## config.mk

```make
export PLATFORM = sky130hd
export DESIGN_NAME = alu_functional_unit
export DESIGN_NICKNAME = d
export VERILOG_FILES = /design/src/rtl/alu_functional_unit_pkg.sv /design/src/rtl/alu_functional_unit_result_fifo.sv /design/src/rtl/alu_functional_unit.sv
export SDC_FILE = /design/constraint.sdc
export NUM_CORES = 1
export LEC_CHECK = 0
export ABC_AREA = 1
export CAP_MARGIN = 20
export CORE_UTILIZATION = 58
export CTS_CLUSTER_SIZE = 24
export DETAILED_ROUTE_END_ITERATION = 6
export PLACE_DENSITY = 0.9
export SLEW_MARGIN = 30
export SYNTH_ARGS = -nofsm -noshare
export SYNTH_HDL_FRONTEND = slang
export SYNTH_SLANG_ARGS = --single-unit
```

## constraint.sdc

```tcl
create_clock -name clk -period 2.9 [get_ports clk]
set_input_delay 0.29 -clock clk [delete_from_list [all_inputs] [get_ports clk]]
set_output_delay 0.29 -clock clk [all_outputs]
set_load 0.005 [all_outputs]
```

## src/rtl/alu_functional_unit_pkg.sv

```systemverilog
// Shared types and opcode constants for the integer ALU functional unit.
// Opcode 8 is only decoded as a multiply when ALU_MUL_EN is defined.
package alu_functional_unit_pkg;

  localparam int ROB_IDX_W_DEF = 4;
  localparam int DATA_W_DEF    = 16;

  localparam logic [3:0] OP_ADD = 4'd0;
  localparam logic [3:0] OP_SUB = 4'd1;
  localparam logic [3:0] OP_AND = 4'd2;
  localparam logic [3:0] OP_OR  = 4'd3;
  localparam logic [3:0] OP_XOR = 4'd4;
  localparam logic [3:0] OP_SHL = 4'd5;
  localparam logic [3:0] OP_SHR = 4'd6;
  localparam logic [3:0] OP_SLT = 4'd7;
  localparam logic [3:0] OP_MUL = 4'd8;

  typedef struct packed {
    logic [ROB_IDX_W_DEF-1:0] rob_idx;
    logic [DATA_W_DEF-1:0]    instr;
    logic [DATA_W_DEF-1:0]    val1;
    logic [DATA_W_DEF-1:0]    val2;
  } issue_t;

  typedef struct packed {
    logic [ROB_IDX_W_DEF-1:0] rob_idx;
    logic [DATA_W_DEF-1:0]    value;
  } cdb_entry_t;

endpackage

```

## src/rtl/alu_functional_unit_result_fifo.sv

```systemverilog
// Parameterised-depth valid/ready FIFO of CDB entries with an occupancy count.
// A push into a full FIFO is accepted when a pop happens on the same edge.
module alu_functional_unit_result_fifo
  import alu_functional_unit_pkg::*;
#(
  parameter int DEPTH = 2,
  parameter int CNT_W = $clog2(DEPTH + 1)
) (
  input  logic             clk,
  input  logic             rst,
  input  logic             flush,
  input  logic             push_valid,
  input  cdb_entry_t       push_data,
  output logic             push_ready,
  output logic             pop_valid,
  output cdb_entry_t       pop_data,
  input  logic             pop_ready,
  output logic [CNT_W-1:0] count
);

  localparam int PTR_W = (DEPTH > 1) ? $clog2(DEPTH) : 1;

  cdb_entry_t       mem [DEPTH];
  logic [PTR_W-1:0] head;
  logic [PTR_W-1:0] tail;
  logic             do_push;
  logic             do_pop;

  function automatic logic [PTR_W-1:0] wrap_inc(input logic [PTR_W-1:0] p);
    return (p == PTR_W'(DEPTH - 1)) ? '0 : p + 1'b1;
  endfunction

  assign pop_valid  = (count != '0);
  assign do_pop     = pop_valid && pop_ready;
  assign push_ready = (count != CNT_W'(DEPTH)) || do_pop;
  assign do_push    = push_valid && push_ready;
  // Empty head reads as zero so the bus shows nothing stale after reset or flush.
  assign pop_data   = pop_valid ? mem[head] : '0;

  always_ff @(posedge clk or posedge rst) begin
    if (rst) begin
      head  <= '0;
      tail  <= '0;
      count <= '0;
    end else if (flush) begin
      head  <= '0;
      tail  <= '0;
      count <= '0;
    end else begin
      if (do_push) tail <= wrap_inc(tail);
      if (do_pop)  head <= wrap_inc(head);
      case ({do_push, do_pop})
        2'b10:   count <= count + 1'b1;
        2'b01:   count <= count - 1'b1;
        default: count <= count;
      endcase
    end
  end

  always_ff @(posedge clk) begin
    if (do_push && !flush) mem[tail] <= push_data;
  end

endmodule

```

## src/rtl/alu_functional_unit.sv

```systemverilog
// Two-stage integer ALU functional unit feeding a small CDB result queue.
// Define ALU_MUL_EN to decode opcode 8 as a 16-bit truncating multiply.
module alu_functional_unit
  import alu_functional_unit_pkg::*;
#(
  parameter int RESULT_DEPTH = 2,
  parameter int ROB_IDX_W    = ROB_IDX_W_DEF,
  parameter int DATA_W       = DATA_W_DEF
) (
  input  logic                 clk,
  input  logic                 rst,
  input  logic                 flush,
  input  logic                 in_valid,
  input  logic [ROB_IDX_W-1:0] in_instr_index,
  input  logic [DATA_W-1:0]    in_instr_full,
  input  logic [DATA_W-1:0]    in_val1,
  input  logic [DATA_W-1:0]    in_val2,
  output logic                 busy,
  output logic                 res_valid,
  output logic [ROB_IDX_W-1:0] res_rob_index,
  output logic [DATA_W-1:0]    res_value,
  input  logic                 res_ready,
  output logic                 overflow_err
);

  localparam int CNT_W = $clog2(RESULT_DEPTH + 1);

  issue_t           in_bundle;
  issue_t           s1_q;
  logic             s1_valid;
  logic             s1_advance;
  logic             accept;
  logic [3:0]       op;
  logic [DATA_W-1:0] alu_out;
  cdb_entry_t       result;
  cdb_entry_t       head;
  logic             q_push_ready;
  logic [CNT_W-1:0] q_count;
  logic             unused_instr_bits;

  assign in_bundle = '{rob_idx: in_instr_index, instr: in_instr_full,
                       val1: in_val1, val2: in_val2};
  assign op        = s1_q.instr[15:12];
  // Register operands arrive already resolved, so the low instruction fields carry nothing here.
  assign unused_instr_bits = ^s1_q.instr[11:0];

  assign s1_advance = s1_valid && q_push_ready;
  assign accept     = in_valid && (!s1_valid || s1_advance);

  always_ff @(posedge clk or posedge rst) begin
    if (rst) begin
      s1_valid     <= 1'b0;
      s1_q         <= '0;
      overflow_err <= 1'b0;
    end else if (flush) begin
      s1_valid <= 1'b0;
    end else begin
      if (accept) begin
        s1_valid <= 1'b1;
        s1_q     <= in_bundle;
      end else if (s1_advance) begin
        s1_valid <= 1'b0;
      end
      if (in_valid && !accept) overflow_err <= 1'b1;
    end
  end

  always_comb begin
    alu_out = '0;
    case (op)
      OP_ADD:  alu_out = s1_q.val1 + s1_q.val2;
      OP_SUB:  alu_out = s1_q.val1 - s1_q.val2;
      OP_AND:  alu_out = s1_q.val1 & s1_q.val2;
      OP_OR:   alu_out = s1_q.val1 | s1_q.val2;
      OP_XOR:  alu_out = s1_q.val1 ^ s1_q.val2;
      OP_SHL:  alu_out = s1_q.val1 << s1_q.val2[3:0];
      OP_SHR:  alu_out = s1_q.val1 >> s1_q.val2[3:0];
      OP_SLT:  alu_out = ($signed(s1_q.val1) < $signed(s1_q.val2)) ? DATA_W'(1) : '0;
`ifdef ALU_MUL_EN
      OP_MUL:  alu_out = s1_q.val1 * s1_q.val2;
`endif
      default: alu_out = '0;
    endcase
  end

  assign result = '{rob_idx: s1_q.rob_idx, value: alu_out};

  alu_functional_unit_result_fifo #(
    .DEPTH (RESULT_DEPTH),
    .CNT_W (CNT_W)
  ) result_fifo (
    .clk        (clk),
    .rst        (rst),
    .flush      (flush),
    .push_valid (s1_valid),
    .push_data  (result),
    .push_ready (q_push_ready),
    .pop_valid  (res_valid),
    .pop_data   (head),
    .pop_ready  (res_ready),
    .count      (q_count)
  );

  assign res_rob_index = head.rob_idx;
  assign res_value     = head.value;

  // Counts the station's in-flight issue and ignores same-cycle pops, so it errs towards busy.
  assign busy = (32'(s1_valid) + 32'(q_count) + 32'(in_valid)) >= 32'(RESULT_DEPTH + 1);

endmodule

```

## Word level (Yosys, flattened, before mapping)

Memory sizes are Yosys's and may differ from the RTL's.
Index checks and enable logic that the tools add are counted.

- Flip-flop bits (word level): 58
- Latch bits: 0
- RAM bits: 40
- Memory bits (read-only): 0
- Output and inout bits: 23
- Word-level logic and storage cells: 70
- Memories kept: 1

Memories:

| memory | words | width | rd ports | clocked after Yosys merged registers in | write ports | line | RTL |
|---|---|---|---|---|---|---|---|
| result_fifo.mem | 2 | 20 | 1 | 0 | 1 | alu_functional_unit_result_fifo.sv:23 | `cdb_entry_t mem [DEPTH];` |

- $add $sub $neg: 8
- Multipliers: 0
- Divide/modulo/power cells: 0
- Magnitude comparators: 2
- Eq/ne operators: 10
- Shifts and indexed selects: 2
- Multiplexer cells: 16
- Bitwise operators: 4
- Reductions and logical operators: 18

Operators with widths:

| cell | number |
|---|---|
| $pmux 16 s8 | 1 |
| $mux 20 | 1 |
| $add 16x16->16 | 1 |
| $and 16x16->16 | 1 |
| $eq 4x3->1 const B | 4 |
| $lt 16x16->1 | 1 |
| $or 16x16->16 | 1 |
| $shl 16x4->16 | 1 |
| $shr 16x4->16 | 1 |
| $sub 16x16->16 | 1 |
| $xor 16x16->16 | 1 |
| $mux 1 | 12 |
| $eq 4x2->1 const B | 2 |
| $reduce_bool 2->1 | 3 |
| $reduce_bool 3->1 | 2 |
| $logic_and 1x1->1 | 5 |
| $add 3x1->4 | 1 |
| $eq 4x1->1 const B | 1 |
| $ge 4x2->1 const B | 1 |
| $logic_not 4->1 | 1 |
| $pmux 2 s2 | 1 |
| $reduce_and 2->1 | 2 |
| $add 1x2->3 | 1 |
| $logic_not 1->1 | 3 |
| 9 further kinds | 11 |

## Depth between registers and ports, before layout

Gate-level depths: netlist of run 1.

- Word-level depth: 9
- Depth in mapped cells: 14
- Mapped depth without buffers: 13

## By module

A second synthesis of run 1 with hierarchy kept.

- Cells, all modules: 1119
- Area, all modules: 7646.1 um2

By module, submodules not included:

| module | instances | cells each | area each (um2) | sequential area each (um2) |
|---|---|---|---|---|
| alu_functional_unit | 1 | 974 | 5795.6 | 1051.0 |
| alu_functional_unit_result_fifo | 1 | 145 | 1850.5 | 1301.2 |

## Worst setup path before layout of run 1

No wires, ideal clock.

- Kind: flip-flop to flip-flop
- Start: register s1_q[2] in the netlist's numbering
- End: memory result_fifo.mem[0][0] in the netlist's numbering (data pin)
- Library setup time: 0.257 ns
- Data arrival time: 1.839 ns
- Required time: 2.643 ns
- Setup slack: 0.804 ns
- Cell stages (with the launch flop): 15
- Clock period less this slack: 2.096 ns
- Cell sequence: dfrtp_1 buf_2 inv_1 buf_2 ha_1 nor2_1 nand2_1 nand3_1 nand2_1 nand2_1 nand2_1 nand2_1 nand2_1 nand3_1 nand2_1

- Cells in the longest elaborated chain, start to end: 3
- Elaborated cells on any way between the ends: 5
- Classes of those cells: 1 x order compare; 2 x shift; 2 x mux

Ends and longest elaborated chain:

| element | line | RTL |
|---|---|---|
| start, declared | alu_functional_unit.sv:29 | `issue_t s1_q;` |
| start signal, assigned | alu_functional_unit.sv:60 | `s1_q <= in_bundle;` |
| $lt 16x16->1 | alu_functional_unit.sv:78 | `OP_SLT: alu_out = ($signed(s1_q.val1) < $signed(s1_q.val2)) ? DATA_W'(1) : '0;` |
| $mux 1 | alu_functional_unit.sv:78 |  |
| $pmux 16 s8 (*) | alu_functional_unit.sv:70 | `case (op)` |
| named net alu_out[0] | alu_functional_unit.sv:34 | `logic [DATA_W-1:0] alu_out;` |
| end, declared | alu_functional_unit_result_fifo.sv:23 |  |

The timed path passes the listed nets; every way through them passes the cells marked *.

## Worst setup path in the final report of run 1

- Start: register s1_q[21] in the netlist's numbering
- End: memory result_fifo.mem[0][10] in the netlist's numbering (data pin)

- Cells in the longest elaborated chain, start to end: 2
- Elaborated cells on any way between the ends: 5
- Classes of those cells: 2 x add/sub; 2 x shift; 1 x mux

Ends and longest elaborated chain:

| element | line | RTL |
|---|---|---|
| $sub 16x16->16, or another cell as far along | alu_functional_unit.sv:72 | `OP_SUB: alu_out = s1_q.val1 - s1_q.val2;` |
| $pmux 16 s8 (*) | alu_functional_unit.sv:70 |  |
| named net alu_out[10] | alu_functional_unit.sv:34 |  |

Marked as above.

==> results_dict.tcl, run 1 <==
set metrics [dict create \
    cp_common_cell "nand3_1" \
    grt_max_degree 47 \
    cp_slowest_cell "ha_1" \
    die_y_um 115 \
    synth_edf_count 40 \
    worst_slew_pin_slew_ns 0.629 \
    netlist_instances 1100 \
    cp-end-kind "flip-flop" \
    numCtsBuffers 9 \
    initial_core_util 0.605 \
    ys.flop_type "dfrtp_1" \
    synthTopCellsByArea "nand2_1, edfxtp_1, dfrtp_1" \
    fmax_ghz 0.408 \
    grt.total_usage 0.350 \
    grt_pass1_wl_mm 35.0 \
    clockRootBuffer "clkbuf_16" \
    insertion_delay_ns 0.35 \
    synth_area_mm2 0.00739 \
    min_path_type "input pin to async pin" \
    routedWlPerCell_um 16.9 \
    ys_ff_latch 86 \
    postCtsSetupBuffers 0 \
    drc 0 \
    row_count 40 \
    yosys.area.top_type "nand2_1" \
    fin_skew_ns 0.0125 \
    drtPass1Iterations 6 \
    rsz0062_at_grt "false" \
    status "completed" \
    drt_wl_total_mm 22.3 \
    power_density_mw_per_mm2 638 \
    min_period_over_period 0.846 \
    area_delta_synth_final_pct 13.9 \
    worstPathRequired_ns 2.98 \
    vias_per_cell 5.77 \
    post_cts_resized 0 \
    ir_worst_vdd_v 0.000364 \
    coreArea_mm2 0.0122 \
    grt_pass1_vias 6984 \
    chipWidth_um 115 \
    cts_tree "done" \
    cts.sinks 86 \
    clockBufferDepth 2 \
    grt.overflow.total 0 \
    setup-tns-final_ns 0 \
    ys_warn_count 0 \
    total_power_mw 5.37 \
    num_antenna_cells 0 \
    finalHoldWorstSlack_ns 0.346 \
    ys_seq_area_frac 0.318 \
    worstPathArrival_ns 2.53 \
    io_buffers 67 \
    cts.htree.levels 3 \
    hold_viol_final 0 \
    synth.net_count 1215 \
    slew_headroom 0.580 \
    p_leak_nw 4.15 \
    report.final.slew_viol_count 0 \
    critical_path.cell_chain "inv_1 > ha_1 > inv_1 > a21oi_2 > nand3_1 > nand2_1 > nand3_1 > nand3_1 > nand3_1" \
    yosysUniqueCellTypes 39 \
    final_cell_mix "nand2_1, nand3_1, nor2_1, inv_1, a21oi_1" \
    drive_gt1_frac 0.0563 \
    critPathLaunch "s1_q[21]" \
    place.gp.congestion 1.02 \
    ant_nets 0 \
    dieArea_mm2 0.0132 \
    rr_startpoint "s1_q[21]" \
    final_common_cell "nand2_1" \
    cap_violations 0 \
    layout.nets 1265 \
    finalSetupViolCount 0 \
    drt_iter0_drc 926 \
    syn_avg_cell_area_um2 6.72 \
    antenna_found_initial 0 \
    ioPinCount 80 \
    period_needed_ns 2.45 \
    dr_total_vias 7635 \
    async_reset_ff_frac 0.535 \
    path_class "flip-flop to flip-flop" \
    hold_buffers 0 \
    clk_pin_slew_ns 0.07 \
    netlist.area_leader.share 0.164 \
    cp_max_fo 8 \
    post-dp-hpwl_mm 17.2 \
    startpoint_type "flip-flop" \
    critPathMaxStageDelay_ns 0.51 \
]
-- synth_stat cells (all sizes together) (3+ instances only) --
cell and instances:
nand2 328, nand3 134, inv 127, nor2 126, a21oi 98, ha 55
dfrtp 46, edfxtp 40, o21ai 37, buf 36, nor3 10, clkbuf 8
nand4 8, or2 8, o211ai 6, o22ai 6, and2 5, mux2 5
fa 3, nand3b 3, o21bai 3
-- final cells by class --
type                            instances  area, um^2
Fill cell                            1074        3790
Clock inverter                          7        48.8
Timing Repair Buffer                   83         803
Sequential cell                        86        2350
Multi-Input combinational cell        842        4290
Tap cell                              168         210
Inverter                              128         488
Clock buffer                            9         225
-- cells by family after synthesis --
family	after synthesis	share of synthesized area
AND/OR/NAND/NOR	623	0.358
XOR/XNOR	2	0.00237
multiplexers	5	0.00762
buffers and inverters	172	0.101
AO/OA/AOI/OAI	154	0.111
flip-flops	86	0.318
adder cells (fa/ha/maj)	58	0.101
-- routing by layer --
layer | part of all wire | GRT usage | wire length [um] | up-vias
met1 | 0.40 | 0.449 | 8920 | 3440
met4 | 0.049 | 0.179 | 1100 | 0
met5 | 0 | 0 | 0 | -
met2 | 0.45 | 0.559 | 10000 | 449
li1 | - | - | - | 3652
met3 | 0.10 | 0.0743 | 2320 | 94
-- critical path, delay by kind of cell, from the launching register on --
kind	cells	cell delay (ns)
AND/OR/NAND/NOR	5	0.67
adder cells (fa/ha/maj)	1	0.51
flip-flops	1	0.45
buffers and inverters	2	0.28
AO/OA/AOI/OAI	1	0.26
-- through the flow --
stage	util	cells	worst slack, ns	instance area, um^2
final	0.689	1323	0.448	8420
after global routing	0.689	1323	0.251	8420
after CTS	0.689	1323	0.490	8420
after detailed placement	0.667	1307	0.505	8140
after global placement	0.667	1307	0.553	8140
after floorplan	-	1100	0.804	7390
-- sequential cells by signal, indices dropped and copies added, names as in the netlist --
| register | flops |
|---|---|
| result_fifo.mem | 40 |
| s1_q | 32 |
| op | 4 |
| result | 4 |
| result_fifo.count | 2 |
| overflow_err | 1 |
| result_fifo.head | 1 |
| result_fifo.tail | 1 |
| s1_valid | 1 |
-- where the power goes --
part | leakage (nW) | switching (mW) | internal (mW) | total (mW)
Combinational | 3.13 | 1.75 | 0.951 | 2.70
Sequential | 0.888 | 0.143 | 1.44 | 1.59
Clock | 0.137 | 0.502 | 0.582 | 1.08
-- final timing paths --
kind / endpoint / cells after the start / slack [ns]
setup / recovery: result_fifo.mem[0][10] / 9 / 0.45
hold reg to reg: overflow_err / 1 / 0.47
max in group asynchronous: s1_valid / 2 / 2.13
min in group clk: overflow_err / 1 / 0.47
setup reg to reg: result_fifo.mem[0][10] / 9 / 0.45
hold / removal: s1_q[17] / 2 / 0.35
(Power assumes the default switching activity.)
==> run 2, diff against run 1 <==
--- a/config.mk
+++ b/config.mk
@@ -7,10 +7,10 @@
 export LEC_CHECK = 0
 export ABC_AREA = 1
 export CAP_MARGIN = 20
-export CORE_UTILIZATION = 58
+export CORE_UTILIZATION = 53
 export CTS_CLUSTER_SIZE = 24
 export DETAILED_ROUTE_END_ITERATION = 6
-export PLACE_DENSITY = 0.9
+export PLACE_DENSITY = 0.87
 export SLEW_MARGIN = 30
 export SYNTH_ARGS = -nofsm -noshare
 export SYNTH_HDL_FRONTEND = slang
==> constraint.sdc (replaced) <==
create_clock -name clk -period 2.2 [get_ports clk]
set_input_delay 0.22 -clock clk [delete_from_list [all_inputs] [get_ports clk]]
set_output_delay 0.22 -clock clk [all_outputs]
set_load 0.005 [all_outputs]
==> run 2 against run 1 <==
  * The run now ends with DRC left
  * Core utilization grew 0.47 points
  * Routed wire length rose by 5.4%
  * Global-route usage fell by 1.4 points
  * Hold slack worse by 0.14 ns
  * Power increased by 48%
==> results_dict.tcl, run 2 (same netlist as run 1, synthesis figures left out) <==
set metrics [dict create \
    rsz0062_at_grt "true" \
    slew_headroom 0.645 \
    finalHoldWorstSlack_ns 0.204 \
    min_period_over_period 0.960 \
    report.final.slew_viol_count 0 \
    num_antenna_cells 0 \
    grt.total_usage 0.337 \
    pwr-share-clk 0.212 \
    antenna_found_initial 0 \
    place.gp.congestion 1.04 \
    drive_gt1_frac 0.147 \
    place_area_mm2 0.00880 \
    gr-max-usage-layer "met2" \
    area_delta_synth_final_pct 25.9 \
    worstPathArrival_ns 2.15 \
    status "complete, but fails checks" \
    io_buffers 67 \
    cts.sinks 86 \
    coreArea_mm2 0.0134 \
    finalSetupViolCount 0 \
    p_sw_frac 0.415 \
    hold_buffers 0 \
    drt_wl_total_mm 23.6 \
    clk_pin_slew_ns 0.06 \
    combPwrFrac 0.533 \
    worstPathRequired_ns 2.24 \
    cts.htree.levels 3 \
    path_class "flip-flop to flip-flop" \
    cp-end-kind "flip-flop" \
    cp_max_fo 3 \
    intPower_mw 4.64 \
    hold_viol_final 0 \
    die_y_um 120 \
    groute.layer.met3.usage 0.0537 \
    period_needed_ns 2.11 \
    crit_family "simple AND/OR/NAND/NOR gates" \
    cts_tree "done" \
    chipWidth_um 120 \
    critPathMaxStageDelay_ns 0.41 \
    ioPinCount 80 \
    insertion_delay_ns 0.36 \
    fin_skew_ns 0.0102 \
    use_met1 0.436 \
    power_density_mw_per_mm2 852 \
    layout.nets 1347 \
    min_path_type "input pin to async pin" \
    clockBufferDepth 2 \
    clockRootBuffer "clkbuf_16" \
    startpoint_type "flip-flop" \
    largest_reg_flops 40 \
    total_power_mw 7.92 \
    grt_util_met2 0.559 \
    grt_pass1_vias 7375 \
    failed_checks "DRC" \
    drt_iter0_drc 782 \
    crit_buf_inv 0 \
    p_leak_nw 4.59 \
    grt_max_degree 42 \
    ant_nets 0 \
    initial_core_util 0.551 \
    final_common_cell "nand2_1" \
    worst_slew_pin_slew_ns 0.526 \
    fmax_ghz 0.474 \
    routedWlPerCell_um 16.7 \
    row_count 42 \
    power.switching_mw 3.29 \
    grt.overflow.total 0 \
    cp_common_cell "nand2_1" \
    dr_total_vias 7869 \
    final_cell_mix "nand2_1, nand3_1, inv_1, nor2_1, a21oi_1" \
    vias_per_cell 5.57 \
    ir_worst_vdd_v 0.000486 \
    numCtsBuffers 9 \
    drc 4 \
    cp_slowest_cell "dfrtp_1" \
    seqPwrFrac 0.255 \
    top_regs "result_fifo.mem (40), s1_q (32)" \
    final_area_mm2 0.00930 \
    grt_pass1_wl_mm 37.3 \
    cap_violations 0 \
    dieArea_mm2 0.0144 \
    largest_register "result_fifo.mem" \
    post-dp-hpwl_mm 18.7 \
    drtPass1Iterations 7 \
    critical_path.cell_chain "ha_2 > fa_1 > nand2_1 > nand2_1 > and2_1 > nand2_1 > nand3_1 > nand3_1 > nand4_1" \
]
-- run 2: changes by cell type in the layout (fill, tap and decap cells not counted), sizes merged --
cell | before | now
buf | 16 | 98
bufinv | 0 | 2
clkdlybuf4s50 | 67 | 66
clkinv | 7 | 2
clkinvlp | 0 | 1
dlygate4sd2 | 0 | 1
inv | 128 | 130
-- run 2: power groups by stage --
stage          logic (mW)  clock network, mW  registers [mW]
2_1_floorplan        2.34                  0            2.06
3_3_place_gp         3.92                  0            2.04
3_5_place_dp         3.97                  0            2.05
4_1_cts              4.00               1.68            2.02
5_1_grt              4.64               1.77            2.04
6_report             4.22               1.68            2.02
-- run 2: layer usage --
layer | vias up | wire [um]
met5 | - | 0
met4 | 0 | 906
met3 | 70 | 1840
met2 | 379 | 11000
met1 | 3589 | 9820
li1 | 3831 | -
-- run 2: timing repair --
action,4_1_cts,5_1_grt
cloned,0,0
setup endpoints to repair,1,30
resized for setup,2,45
pin swaps,0,1
buffers inserted,1,1
-- run 2: area by class of cell --
cell class / count / area [um^2]
fillers: 1140 / 4100
inverters: 128 / 485
clock buffers: 9 / 225
multi-input cells: 842 / 4440
clock inverters: 7 / 103
well taps: 176 / 220
repair buffers: 165 / 1480
flip-flops and latches: 86 / 2350
-- run 2: path summary, 6_finish.rpt --
kind / slack (ns) / start / cells past startpoint / end
worst max-delay path: 0.09 / s1_q[0] / 9 / result_fifo.mem[0][8]
worst min-delay path: 0.20 / rst / 2 / s1_q[19]
worst max register to register: 0.09 / s1_q[0] / 9 / result_fifo.mem[0][8]
worst min register to register: 0.47 / overflow_err / 1 / overflow_err
max in group asynchronous: 1.49 / rst / 3 / s1_q[23]
min in group clk: 0.44 / in_val1[9] / 3 / s1_q[25]
-- run 2: per-stage QoR --
stage,setup TNS [ns],setup WS [ns],std cells,util
CTS,0,0.00496,1412,0.682
detailed placement,-0.0138,-0.0138,1395,0.657
global placement,-0.00135,-0.00135,1395,0.657
finish,0,0.0884,1413,0.694
floorplan,0,0.104,1100,-
global route,-0.153,-0.0421,1413,0.694
-- run 2: worst reg2reg max path, cell delays in order, from the launching register on --
cell and delay (ns):
dfrtp_1 0.41, ha_2 0.22, fa_1 0.38, nand2_1 0.09, nand2_1 0.07, and2_1 0.19
nand2_1 0.09, nand3_1 0.06, nand3_1 0.11, nand4_1 0.19
==> run 3, diff against run 2 <==
--- a/config.mk
+++ b/config.mk
@@ -8,7 +8,7 @@
 export ABC_AREA = 1
 export CAP_MARGIN = 20
 export CORE_UTILIZATION = 53
-export CTS_CLUSTER_SIZE = 24
+export CTS_CLUSTER_SIZE = 10
 export DETAILED_ROUTE_END_ITERATION = 6
 export PLACE_DENSITY = 0.87
 export SLEW_MARGIN = 30
==> results of run 3 <==
The final DEF is identical to that of run 2; final timing and power are the same.
